[src/rtl/nand_tree_pkg.sv]
// Op encoding and decode helpers shared by the NAND-family reduction tree.
// Ops split into a combine rule (AND vs OR) and an optional final inversion.
package nand_tree_pkg;

    localparam logic [1:0] OP_NAND = 2'b00;
    localparam logic [1:0] OP_AND  = 2'b01;
    localparam logic [1:0] OP_NOR  = 2'b10;
    localparam logic [1:0] OP_OR   = 2'b11;

    function automatic logic is_inverting(input logic [1:0] op);
        return !op[0];
    endfunction

    function automatic logic uses_or(input logic [1:0] op);
        return op[1];
    endfunction

endpackage

[src/rtl/nand_tree_stage.sv]
// One registered tree level: pairwise AND/OR of N words into N/2, inverting on FINAL.
// Latency 1 cycle; accepts whenever empty or downstream ready, otherwise holds.
module nand_tree_stage
    import nand_tree_pkg::*;
#(
    parameter int WIDTH = 8,
    parameter int N     = 4,
    parameter bit FINAL = 1'b0
) (
    input  logic                     clk,
    input  logic                     rst_n,
    input  logic                     i_vld,
    input  logic [N*WIDTH-1:0]       i_dat,
    input  logic [1:0]               i_op,
    output logic                     o_rdy,
    input  logic                     i_rdy,
    output logic                     o_vld,
    output logic [(N/2)*WIDTH-1:0]   o_dat,
    output logic [1:0]               o_op
);

    localparam int M = N / 2;

    logic [M*WIDTH-1:0] w_comb;
    logic [M*WIDTH-1:0] r_dat;
    logic [1:0]         r_op;
    logic               r_vld;

    always_comb begin
        w_comb = '0;
        for (int j = 0; j < M; j++) begin
            if (uses_or(i_op)) begin
                w_comb[j*WIDTH +: WIDTH] = i_dat[(2*j)*WIDTH +: WIDTH] | i_dat[(2*j+1)*WIDTH +: WIDTH];
            end else begin
                w_comb[j*WIDTH +: WIDTH] = i_dat[(2*j)*WIDTH +: WIDTH] & i_dat[(2*j+1)*WIDTH +: WIDTH];
            end
        end
        // Inverting here keeps out_data a plain register output.
        if (FINAL && is_inverting(i_op)) begin
            w_comb = ~w_comb;
        end
    end

    assign o_rdy = !r_vld || i_rdy;

    always_ff @(posedge clk or negedge rst_n) begin
        if (!rst_n) begin
            r_vld <= 1'b0;
            r_dat <= '0;
            r_op  <= OP_NAND;
        end else if (o_rdy) begin
            r_vld <= i_vld;
            r_dat <= w_comb;
            r_op  <= i_op;
        end
    end

    assign o_vld = r_vld;
    assign o_dat = r_dat;
    assign o_op  = r_op;

endmodule

[src/rtl/nand_tree_pipe.sv]
// Streaming INPUTS-operand bitwise NAND/AND/NOR/OR reduction, log2(INPUTS) registered levels.
// One result per cycle; in_ready is the combinational ready chain back from out_ready.
module nand_tree_pipe
    import nand_tree_pkg::*;
#(
    parameter int WIDTH  = 8,
    parameter int INPUTS = 4
) (
    input  logic                    clk,
    input  logic                    rst_n,
    input  logic                    in_valid,
    output logic                    in_ready,
    input  logic [INPUTS*WIDTH-1:0] in_data,
    input  logic [1:0]              in_op,
    output logic                    out_valid,
    input  logic                    out_ready,
    output logic [WIDTH-1:0]        out_data
);

    localparam int S  = $clog2(INPUTS);
    localparam int NW = 2*INPUTS - 1;

    if (INPUTS < 2 || (INPUTS & (INPUTS - 1)) != 0) begin : g_chk_inputs
        $error("nand_tree_pipe: INPUTS must be a power of two >= 2");
    end

    // Word offset of level k in the flattened tree bus (level 0 is the operand set).
    function automatic int word_off(input int k);
        return 2*INPUTS - 2*(INPUTS >> k);
    endfunction

    logic [NW*WIDTH-1:0] w_tree;
    logic [S:0]          w_vld;
    logic [1:0]          w_op [0:S];
    logic [S+1:1]        w_rdy;
    logic                w_unused_op;

    assign w_tree[INPUTS*WIDTH-1:0] = in_data;
    assign w_vld[0]   = in_valid;
    assign w_op[0]    = in_op;
    assign w_rdy[S+1] = out_ready;
    assign in_ready   = w_rdy[1];

    for (genvar k = 1; k <= S; k++) begin : g_lvl
        nand_tree_stage #(
            .WIDTH (WIDTH),
            .N     (INPUTS >> (k-1)),
            .FINAL (k == S)
        ) u_stage (
            .clk   (clk),
            .rst_n (rst_n),
            .i_vld (w_vld[k-1]),
            .i_dat (w_tree[word_off(k-1)*WIDTH +: (INPUTS >> (k-1))*WIDTH]),
            .i_op  (w_op[k-1]),
            .o_rdy (w_rdy[k]),
            .i_rdy (w_rdy[k+1]),
            .o_vld (w_vld[k]),
            .o_dat (w_tree[word_off(k)*WIDTH +: (INPUTS >> k)*WIDTH]),
            .o_op  (w_op[k])
        );
    end

    assign out_valid   = w_vld[S];
    assign out_data    = w_tree[word_off(S)*WIDTH +: WIDTH];
    assign w_unused_op = ^w_op[S];

endmodule

[config.mk]
export PLATFORM = sky130hd
export DESIGN_NAME = nand_tree_pipe
export DESIGN_NICKNAME = d
export VERILOG_FILES = /design/src/rtl/nand_tree_pkg.sv /design/src/rtl/nand_tree_stage.sv /design/src/rtl/nand_tree_pipe.sv
export SDC_FILE = /design/constraint.sdc
export NUM_CORES = 1
export LEC_CHECK = 0
export BUFFER_PORTS_ARGS = -buffer_cell sky130_fd_sc_hd__buf_4
export CORE_MARGIN = 8
export CORE_UTILIZATION = 49
export DETAILED_ROUTE_END_ITERATION = 16
export GPL_TIMING_DRIVEN = 0
export PLACE_DENSITY = 0.78
export REMOVE_ABC_BUFFERS = 1
export SLEW_MARGIN = 20
export SYNTH_ARGS = -nofsm -noshare
export SYNTH_HDL_FRONTEND = slang
export SYNTH_SLANG_ARGS = --single-unit
[constraint.sdc]
create_clock -name clk -period 1.7 [get_ports clk]
set_input_delay 0.17 -clock clk [delete_from_list [all_inputs] [get_ports clk]]
set_output_delay 0.17 -clock clk [all_outputs]
set_load 0.05 [all_outputs]
==> qor.txt <==
CTS buffer count = 3
Final worst slack = 0.3225 ns
Cells after synthesis = 106
Synth unique cells = 14
Pre-antenna DRT Iters = 4
Reg2Reg Setup Slack = 0.32 ns
Pwr Density = 996.9 nW/um^2
Total GRT Usage = 0.1267
Setup-failing EPs final = 0
CP max-delay cell = dfrtp_1
Relative max-transition margin = 0.6285
Clock Tree Root = clkbuf_4
CP Buf/Inv Count = 0
Post-CTS sizing = 0
Via count = 942
Fill cell count = 231
Type of origin of the critical path = flip-flop
Max-cap violations = 0
Die Y = 69.79 um
Area grow syn2layout = 27.63%
Least-Margin Pin Slew = 0.5572 ns
Fin crit period = 1.378 ns
RSZ-0062 raised after global routing = false
HP Class = input pin to flip-flop
Critical Path Max Stage Delay = 0.44 ns
Clk_skew = 0.001214 ns
Critical Path AT = 1.60 ns
Worst-path clk slew = 0.14 ns
Die X = 69.79 um
Post-Syn Area = 1418 sq um
IO Port Bufs = 47
Leak = 0.0008265 uW
Initial antenna violation count = 0
Fraction of layout cells with a size suffix above 1 = 0.5263
Post-synthesis sequential area ratio = 0.4943
Number of diodes = 0
ANT nets after route = 0
Clk_lat worst skew = 0.32 ns
Crit end category = flip-flop
Global route total overflow = 0
Fin area = 1809 sq um
Non-filler cells in the finished layout = 183
Fmax = 725.9 MHz
YS warnings = 0
First-pass GRT wire length = 5181 um
DRT iter0 DRCs = 60
Gp weighted congestion = 0.7049
CP top delay family = flip-flops
I/O pins = 48
Max Fanout on Critical Path = 10
Vias in the first global route = 1,100
Area after DPL = 1748 sq um
Num Clock Sinks = 28
Core area = 2758 sq um
Setup CP Type = flip-flop to flip-flop
Wirelength per Cell = 16.34 um
Post-route DRC = 0
Pre-CTS setup slack = -0.1735 ns
Final hold viol count = 0
Final Max Tran Viols = 0
CTS H-Tree Depth = 1
Average vias per placed instance = 5.148
Register bit total from synthesis = 28
CTS tree = built
Worst path required time = 1.92 ns
Starting Density = 0.5141
Die ar. = 4870 sq um
Worst vdd ir = 0.0007672 V
Syn avg cell area = 13.37 sq um
Row Count = 19
Final worst-path cycle share = 0.8103
Routed WL = 2990 um
Status = complete, no violations
Placed Cells = 176
Largest net degree at the start of global routing = 29
Clock Path Buffers = 2
Nets = 191
Cell Chain, Critical Path = nand3b_1 -> mux2_4
HPWL Detailed = 2121 um
-- layer usage --
layer	global-route usage	wire (um)
met1	0.1664	1394
met2	0.2061	1385
met3	0.03720	211
met4	0.01339	0
met5	0	0
-- timing repair --
| item | in CTS | in global routing |
|---|---|---|
| endpoints found under the hold margin | 28 | 0 |
| setup buffers | 1 | 0 |
| setup endpoints to repair | 19 | 0 |
| hold buffers | 1 | 0 |
-- stage by stage --
stage | hold slack [ns] | util | TNS [ns] | power, uW
after floorplan | -0.1256 | - | -13.12 | 1265
after global placement | 0.09942 | 0.6338 | -2.446 | 1479
after detailed placement | 0.1053 | 0.6338 | -2.989 | 1500
after CTS | 0.02684 | 0.6561 | 0 | 1826
after global routing | 0.01852 | 0.6561 | 0 | 1910
final | 0.03411 | 0.6561 | 0 | 1804
-- final timing paths --
kind | from | depth (start not counted) | to
max | g_lvl[2].u_stage.o_vld$_DFFE_PN0P_ | 2 | g_lvl[1].u_stage.o_dat[15]$_DFFE_PN0P_
min | in_valid | 2 | g_lvl[1].u_stage.o_vld$_DFFE_PN0P_
max reg2reg | g_lvl[2].u_stage.o_vld$_DFFE_PN0P_ | 2 | g_lvl[1].u_stage.o_dat[15]$_DFFE_PN0P_
min reg2reg | g_lvl[1].u_stage.o_dat[11]$_DFFE_PN0P_ | 1 | g_lvl[1].u_stage.o_dat[11]$_DFFE_PN0P_
max in group asynchronous | rst_n | 2 | g_lvl[1].u_stage.o_dat[1]$_DFFE_PN0P_
min in group asynchronous | rst_n | 2 | g_lvl[1].u_stage.o_vld$_DFFE_PN0P_
-- sequential cells by signal (all words and copies together) (netlist names) --
register             count
g_lvl.u_stage.o_dat     24
g_lvl.u_stage.o_vld      2
g_lvl.u_stage.o_op       2
-- kinds of logic after synthesis --
family          after synthesis  share of synthesized area
flops                        28                     0.4943
fa+ha+maj                    24                     0.1783
mux                          18                     0.1668
simple gates                 12                    0.03972
compound gates                8                    0.02824
xor+xnor                      8                    0.04943
buf+inv                       8                    0.04324
-- Yosys cell counts --
master | number | area (sq um)
dfrtp_1 | 28 | 700.7
maj3_1 | 14 | 140.1
maj3_2 | 10 | 112.6
mux2_2 | 9 | 101.4
mux2_4 | 9 | 135.1
a21oi_1 | 8 | 40.04
nor2_1 | 8 | 30.03
xor2_1 | 8 | 70.07
buf_2 | 4 | 20.02
nand2b_1 | 3 | 18.77
buf_6 | 2 | 22.52
buf_8 | 1 | 15.01
clkbuf_1 | 1 | 3.750
nand3b_1 | 1 | 7.510
-- cell type report --
type,instances,area [sq um],share of cell area
well taps,31,38.79,0.02144
clock buffers,4,36.28,0.02006
multi-input cells,71,663.1,0.3665
flip-flops and latches,28,700.7,0.3873
repair buffers,49,370.4,0.2047
-- worst reg2reg max path, stage by stage, from the launching register on --
cell,delay [ns]
dfrtp_1,0.44
nand3b_1,0.41
mux2_4,0.44
-- power by group --
| part | internal [uW] | switching (uW) |
|---|---|---|
| logic | 281 | 350 |
| registers | 772 | 82.2 |
| clock network | 131 | 187 |
-- cells in the final DEF, fill, tap and decap left out --
master	count
buf_4	48
dfrtp_1	28
maj3_1	14
maj3_2	10
mux2_4	9
mux2_2	9
xor2_1	8
nor2_1	8
a21oi_1	8
nand2b_1	3
clkbuf_4	3
nand3b_1	2
clkbuf_8	1
dlygate4sd3_1	1
No activity file was read; power rests on OpenSTA's default activity.
